[src/rtl/usb_rx_bit_sampler.sv]
// Recovers NRZI bits mid-bit from the synchronised bus, strips stuffed bits, flags stuff errors and EOP.
// Latency: pulses appear one clock after the sample cycle; no backpressure, one decision per bit time.
module usb_rx_bit_sampler #(
  parameter int CLKS_PER_BIT = 8,
  parameter int SAMPLE_POS   = 3
) (
  input  logic clk,
  input  logic rst,
  input  logic enable,
  input  logic d_plus_sync,
  input  logic d_minus_sync,
  input  logic edge_pulse,
  output logic bit_valid,
  output logic bit_out,
  output logic stuff_err,
  output logic eop,
  output logic eop_err,
  output logic busy
);

  typedef enum logic [1:0] {IDLE, RUN, EOP_WAIT} state_t;

  localparam logic [3:0] PHASE_LAST = 4'(CLKS_PER_BIT - 1);
  localparam logic [3:0] PHASE_SAMP = 4'(SAMPLE_POS);

  state_t     state, state_n;
  logic [3:0] phase, phase_n;
  logic       prev_level, prev_level_n;
  logic [2:0] ones, ones_n;
  logic       bit_valid_n, bit_out_n, stuff_err_n, eop_n, eop_err_n;

  logic sample, se0, line_j, dec;
  logic [3:0] phase_adv;

  assign sample    = (state != IDLE) && (phase == PHASE_SAMP);
  assign se0       = !d_plus_sync && !d_minus_sync;
  assign line_j    = d_plus_sync && !d_minus_sync;
  assign dec       = (d_plus_sync == prev_level);
  // Any d_plus transition realigns the bit clock to the start of a symbol.
  assign phase_adv = edge_pulse ? 4'd1 : ((phase == PHASE_LAST) ? 4'd0 : phase + 4'd1);

  always_ff @(posedge clk) begin
    if (rst) begin
      state      <= IDLE;
      phase      <= 4'd0;
      prev_level <= 1'b1;
      ones       <= 3'd0;
      bit_valid  <= 1'b0;
      bit_out    <= 1'b0;
      stuff_err  <= 1'b0;
      eop        <= 1'b0;
      eop_err    <= 1'b0;
      busy       <= 1'b0;
    end else begin
      state      <= state_n;
      phase      <= phase_n;
      prev_level <= prev_level_n;
      ones       <= ones_n;
      bit_valid  <= bit_valid_n;
      bit_out    <= bit_out_n;
      stuff_err  <= stuff_err_n;
      eop        <= eop_n;
      eop_err    <= eop_err_n;
      busy       <= (state_n != IDLE);
    end
  end

  always_comb begin
    state_n      = state;
    phase_n      = phase;
    prev_level_n = prev_level;
    ones_n       = ones;
    bit_valid_n  = 1'b0;
    bit_out_n    = bit_out;
    stuff_err_n  = 1'b0;
    eop_n        = 1'b0;
    eop_err_n    = 1'b0;

    if (!enable) begin
      state_n = IDLE;
      ones_n  = 3'd0;
    end else begin
      case (state)
        IDLE: begin
          if (edge_pulse) begin
            state_n      = RUN;
            prev_level_n = 1'b1;
            ones_n       = 3'd0;
          end
        end
        RUN: begin
          phase_n = phase_adv;
          if (sample) begin
            if (se0) begin
              state_n = EOP_WAIT;
            end else begin
              prev_level_n = d_plus_sync;
              if (ones == 3'd6) begin
                // After six ones the next bit must be a stuffed zero.
                if (dec) begin
                  stuff_err_n = 1'b1;
                  state_n     = IDLE;
                end else begin
                  ones_n = 3'd0;
                end
              end else begin
                bit_valid_n = 1'b1;
                bit_out_n   = dec;
                ones_n      = dec ? ones + 3'd1 : 3'd0;
              end
            end
          end
        end
        EOP_WAIT: begin
          phase_n = phase_adv;
          if (sample && !se0) begin
            eop_n     = line_j;
            eop_err_n = !line_j;
            state_n   = IDLE;
          end
        end
        default: state_n = IDLE;
      endcase
    end

    if (state_n == IDLE) begin
      phase_n = 4'd0;
    end else if (state == IDLE) begin
      phase_n = 4'd1;
    end
  end

endmodule

[config.mk]
export PLATFORM = sky130hd
export DESIGN_NAME = usb_rx_bit_sampler
export DESIGN_NICKNAME = d
export VERILOG_FILES = /design/src/rtl/usb_rx_bit_sampler.sv
export SDC_FILE = /design/constraint.sdc
export NUM_CORES = 1
export LEC_CHECK = 0
export BUFFER_PORTS_ARGS = -buffer_cell sky130_fd_sc_hd__buf_4
export CAP_MARGIN = 25
export CORE_MARGIN = 2
export CORE_UTILIZATION = 50
export CTS_BUF_LIST = sky130_fd_sc_hd__clkbuf_8 sky130_fd_sc_hd__clkbuf_16
export DETAILED_ROUTE_END_ITERATION = 16
export PLACE_DENSITY_LB_ADDON = 0.1
export SYNTH_ARGS = -nofsm -noshare
export SYNTH_HDL_FRONTEND = slang
export SYNTH_SLANG_ARGS = --single-unit
[constraint.sdc]
create_clock -name clk -period 2.4 [get_ports clk]
set_input_delay 0.24 -clock clk [delete_from_list [all_inputs] [get_ports clk]]
set_output_delay 0.24 -clock clk [all_outputs]
set_load 0.005 [all_outputs]
# [Word-level counts from Yosys, hierarchy flattened]
# Cells that the tools add are included.
[op_classes] n_addsub=2 n_eq_ne=10 mux=26 bitwise_logic=7 n_reduce_logical=27
[op_table] op="$mux W3" count=6
[op_table] op="$reduce_and A5 Y1" count=3
[op_table] op="$mux W2" count=7
[op_table] op="$reduce_bool A2 Y1" count=5
[op_table] op="$mux W1" count=8
[op_table] op="$mux W4" count=2
[op_table] op="$not A1 Y1" count=7
[op_table] op="$ne A2 B2 Y1 const B" count=3
[op_table] op="$pmux W2 S3" count=1
[op_table] op="$pmux W3 S2" count=1
[op_table] op="$reduce_or A2 Y1" count=3
[op_table] op="$reduce_or A6 Y1" count=1
[op_table] op="$reduce_or A5 Y1" count=1
[op_table] op="$add A4 B1 Y4 const B" count=1
[op_table] op="$eq A4 B2 Y1 const B" count=1
[op_table] op="$eq A4 B3 Y1 const B" count=1
[op_table] op="$logic_and A1 B1 Y1" count=4
[op_table] op="$logic_not A1 Y1" count=4
[op_table] op="$logic_not A2 Y1" count=2
[op_table] op="$reduce_and A2 Y1" count=2
[op_table] op="$reduce_or A4 Y1" count=1
[op_table] op="$add A3 B1 Y3 const B" count=1
[op_table] op="$eq A3 B3 Y1 const B" count=1
[op_table] op="$ne A3 B3 Y1 const B" count=1
[op_table] op="other kinds (5)" count=5
[word_totals] ff_bits=16 inputBits=6 elab_cells=83

# [Logic depth before layout (Yosys ltp)]
[logic_depth] word_depth=9 ltp_mapped=8 depth_no_buf=7

# [Worst setup path after synthesis]
# Ideal clock, no wire load.
[synth_timing] kind="register to register" from="register state[0]" to="register phase[2]" arrival_ns=1.764 path_slack_ns=0.503 path_stages_with_launch=9 n_path_buf=1 period_less_slack_ns=1.897 cell_sequence="dfxtp_1 inv_1 ha_1 buf_2 nor4b_4 o21ai_2 or3_1 nand3_2 a221oi_1"
[synth_between] elab_chain_cells=8 word_cells_on_any_way=18
[synth_lines] item="start: declaration" line="26" source="state_t state, state_n;"
[synth_lines] item="start signal: assignment" line="55" source="state <= state_n;"
[synth_lines] item="$mux W2 / $reduce_bool A2 Y1 (equally long branches)" line="100, 35"
[synth_lines] item="$mux W2 / $logic_and A1 B1 Y1 (equally long branches)" line="98, 35"
[synth_lines] item="$mux W2 / $logic_and A1 B1 Y1 (equally long branches)" line="94, 116"
[synth_lines] item="$mux W2 (on tied branches)" line="93, 116"
[synth_lines] item="$pmux W2 S3" line="83" source="case (state)"
[synth_lines] item="$mux W2" line="79" source="if (!enable) begin"
[synth_lines] item="$logic_not A2 Y1" line="126" source="if (state_n == IDLE) begin"
[synth_lines] item="$reduce_or A3 Y1 (no source line)"
[synth_lines] item="end signal: assignment" line="56" source="phase <= phase_n;"
[synth_lines] item="end: declaration" line="27" source="logic [3:0] phase, phase_n;"
# Parallel ways exist; a longest one is shown, timed or not.
# A chain may end at the register's enable or synchronous reset.

# [Worst setup path after layout]
[layout_timing] from="register state[1]" to="register phase[3]"
# Same word-level chain as after synthesis.

==> parameters.txt <==
Parameter                              Value

Power
  Cell area power density    approximately 520 nW/um^2
  Reported leakage power    about 0.42 nW
  Pwr Total    between 500 and 600 uW
  Logic pwr share    roughly a tenth
  Design internal power    around 440 uW
  Share of total power in sequential cells    48.2%
  Maximum vdd drop    between 0.4 and 0.5 mV
  Net switching share of the total power    approximately 22%
  Clock network fraction of design power    a little over two fifths
  Reported net switching power    approximately 130 uW

Routing
  Number of vias after detailed routing    about 780
  TritonRoute pass-1 iters    4
  Count of unresolved DRC violations after routing    0
  Via density per instance    5.55
  Count of antenna-violating nets left after detailed routing    0
  Count of routing violations after the opening detailed-route iteration    24
  Wire length per cell after detailed routing    ~13 um
  Total detailed-routing wirelength    about 1.8 mm

Synth
  Main combinational cell family by area after synthesis    simple AND/OR/NAND/NOR gates
  Synthesized flop and latch total    16
  Arithmetic-cell share of the synthesized area counting full adders, half adders and majority gates    under 10%
  Share of synthesized area occupied by flip-flops and latches    between 30% and 40%
  Mapped Nets    115
  Number of distinct standard cells referenced by the synthesized netlist    39
  Compound-gate portion of the synthesized area    22.1%
  Synthesized area divided by synthesized cell count    between 9 and 10 um^2
  Yosys warns    0
  Area share of xor/xnor cells in the synthesized design    2.70%
  Netlist Area Pre-Place    about 930 um^2
  Basic-gate share of the synthesized area counting and, or, nand and nor cells    approximately a quarter
  Fraction of synthesized area in multiplexers    1.21%
  Syn Inst Count    slightly above 100

Critical path
  Crit path largest cell delay    approximately 400 ps
  Worst path required time    2520 ps
  Number of cells on the worst reg-to-reg path    7
  Launch point of the worst reg-to-reg path    state[1]$_SDFF_PP0_
  Kind of critical path    reg -> reg
  Nature of the critical path endpoint    flop
  Slowest cell on the critical path    sky130_fd_sc_hd__dfxtp_1
  Biggest fanout along the worst timing path    6
  Arrival @ worst endpoint    2110 ps
  First element of the critical path    state[1]$_SDFF_PP0_
  End of the worst register-to-register path    phase[3]$_SDFFE_PP0P_
  R2R Setup Slk    between 400 and 500 ps
  Ordered list of cells on the worst path    inv_1, ha_1, nor4b_4, o21ai_2, or3_1, nand3_2, a221oi_1
  Type of element launching the critical path    flop

Clock network
  Total clock sinks    16
  Clock input transition at the sequential cells of the worst setup and hold paths    ~60 ps
  Bufs on Longest Clock Path    2
  Clock root buffer    sky130_fd_sc_hd__clkbuf_8
  Clock buffers created by TritonCTS    3
  Setup bufs post-CTS    0
  # hold bufs at CTS    0
  H-tree depth    1
  CTS tree    done
  Clk_lat worst skew    250 ps
  Post-CTS resize count    0

STA
  Slew at the pin closest to its max-slew limit    360 ps
  Maximum clock frequency    roughly 0.5 GHz
  Fin Hold WS    approximately 180 ps
  Hold Vio Cnt, Final    0
  Total negative setup slack    0 ps
  Fin crit period    approximately 2000 ps
  Total of endpoints with negative setup slack in the final report    0
  RSZ-0062 raised after global routing    false
  Clock tree skew after final layout    about 4.3 ps
  Number of pins with negative max-slew slack in the final report    0
  Worst slew slack as a fraction of its limit    approximately 76%
  Final worst path period share    83.0%

Job
  Number of max-cap violations    0

Worst hold path
  Worst min path class    in -> reg
  Worst Min Path Start    rst
  Hold path cells    2
  Endpoint with the worst hold slack    bit_out$_SDFFE_PP0P_

Final layout
  Count of inserted antenna diode cells    0
  Final design area excluding fillers    approximately 1100 um^2
  Final layout net count    130
  Number of filler instances in the final layout    159
  Proportion of layout cells with a drive suffix above 1    between 20% and 30%
  Synthesis-to-finish area growth    18.1%

Floorplanning
  Horiz. Die Dim    about 47 um
  Area of the core    about 1700 um^2
  Chip height    47.1 um
  Initial standard-cell utilization of the core    a little over half
  Floorplan die area    about 2200 um^2
  Top Ports    12
  Site Rows    15

Placement
  Routability Congestion    0.842
  Sum of net half-perimeters after detailed placement    1.38 mm
  Post-placement cell area    around 1000 um^2
  Buffers added on ports    11

Run status
  Result of the run    complete, no violations

GRT
  Wire length of the first global-routing pass    3.12 mm
  Congestion Overflow GR    0
  Initial antenna violation count    0
  Vias in the first global route    between 700 and 800
  Maximum number of pins on one net before global-route repair    11
  Overall track demand over capacity in global routing    19.9%
==> synth_stat cells (all sizes together) <==
cell type / instances / area [um^2]
a211o: 1 / 8.76
a211oi: 2 / 15.0
a21bo: 1 / 10.0
a21boi: 2 / 18.8
a21o: 1 / 7.51
a21oi: 9 / 45.0
a221oi: 2 / 17.5
a311oi: 1 / 8.76
a31oi: 1 / 6.26
and3b: 1 / 10.0
buf: 1 / 5.00
clkbuf: 1 / 3.75
dfxtp: 16 / 320
ha: 7 / 87.6
inv: 8 / 30.0
mux2: 1 / 11.3
nand2: 7 / 26.3
nand2b: 3 / 18.8
nand3: 2 / 15.0
nand3b: 2 / 15.0
nand4b: 1 / 8.76
nor2: 6 / 22.5
nor3: 2 / 15.0
nor3b: 5 / 37.5
nor4: 2 / 12.5
nor4b: 1 / 23.8
o21ai: 6 / 37.5
o221ai: 1 / 8.76
o22ai: 2 / 12.5
o32ai: 1 / 8.76
or3: 2 / 12.5
or4b: 1 / 10.0
or4bb: 1 / 12.5
xnor2: 1 / 8.76
xor2: 1 / 16.3
==> power groups by stage <==
stage / registers [mW] / clock network (mW) / logic, mW
finish: 0.273 / 0.237 / 0.0562
global route: 0.274 / 0.255 / 0.0638
CTS: 0.273 / 0.245 / 0.0561
detailed placement: 0.279 / 0 / 0.0559
global placement: 0.279 / 0 / 0.0553
floorplan: 0.278 / 0 / 0.0351
==> worst max-delay path by stage <==
stage,to,cells past startpoint
after global placement,phase[3]$_SDFFE_PP0P_,7
after floorplan,phase[2]$_SDFFE_PP0P_,8
after CTS,phase[3]$_SDFFE_PP0P_,7
after global routing,ones[1]$_SDFFE_PP0P_,7
final,phase[3]$_SDFFE_PP0P_,7
after detailed placement,phase[3]$_SDFFE_PP0P_,7
==> sequential cells by signal (all words and copies together) (netlist names) <==
signal and flops:
prev_level 1, phase 4, state 2, eop_err 1, ones 3, bit_valid 1, busy 1, bit_out 1
eop 1, stuff_err 1
==> placed cells by master (no fill, tap or decap), drive strengths merged, types with 2 or more instances in the layout <==
cell | Yosys | final
ha | 7 | 7
clkbuf | 1 | 4
a211oi | 2 | 2
nor3b | 5 | 5
inv | 8 | 8
buf | 1 | 12
or3 | 2 | 2
nand2 | 7 | 7
o21ai | 6 | 6
nor2 | 6 | 6
a21boi | 2 | 2
dfxtp | 16 | 16
nor4 | 2 | 2
nand3 | 2 | 2
a21oi | 9 | 9
nand2b | 3 | 3
nor3 | 2 | 2
o22ai | 2 | 2
nand3b | 2 | 2
a221oi | 2 | 2
==> logic make-up (layout without fill, tap and decap cells) <==
| kind of cell | Yosys count | in the layout |
|---|---|---|
| muxes | 1 | 1 |
| DFF | 16 | 16 |
| xor gates and xnor gates | 2 | 2 |
| buffers and inverters | 10 | 24 |
| and+or+nand+nor | 36 | 36 |
| adders and majority gates | 7 | 7 |
| AOI/OAI and AO/OA | 30 | 30 |
==> cell type report <==
| class | instances | area (um^2) | area share [%] |
|---|---|---|---|
| Clock buffer | 4 | 55.1 | 5.02 |
| Inverter | 8 | 30.0 | 2.74 |
| Multi-Input combinational cell | 76 | 569 | 51.9 |
| Sequential cell | 16 | 320 | 29.2 |
| Tap cell | 25 | 31.3 | 2.85 |
| Timing Repair Buffer | 12 | 90.1 | 8.22 |
==> stage by stage <==
stage               cells  worst slack [ps]  util [%]
finish                141               407      62.8
global route          141               255      62.8
CTS                   141               398      62.8
detailed placement    137               423      59.6
global placement      137               480      59.6
floorplan             102               503         -
==> metal layers <==
layer | GRT usage, % | vias to the layer above | wire length (um)
met5 | 0 | - | 0
met4 | 5.00 | 0 | 12
met3 | 5.77 | 2 | 53
met2 | 29.6 | 13 | 867
met1 | 28.2 | 365 | 875
li1 | - | 403 | -
==> critical path: cells and delay by family (launching register included) <==
family,cells,cell delay (ps)
DFF,1,400
AOI/OAI and AO/OA,2,240
buffers and inverters,1,90
and+or+nand+nor,3,900
adders and majority gates,1,230
Power figures use the tool's default switching activity.
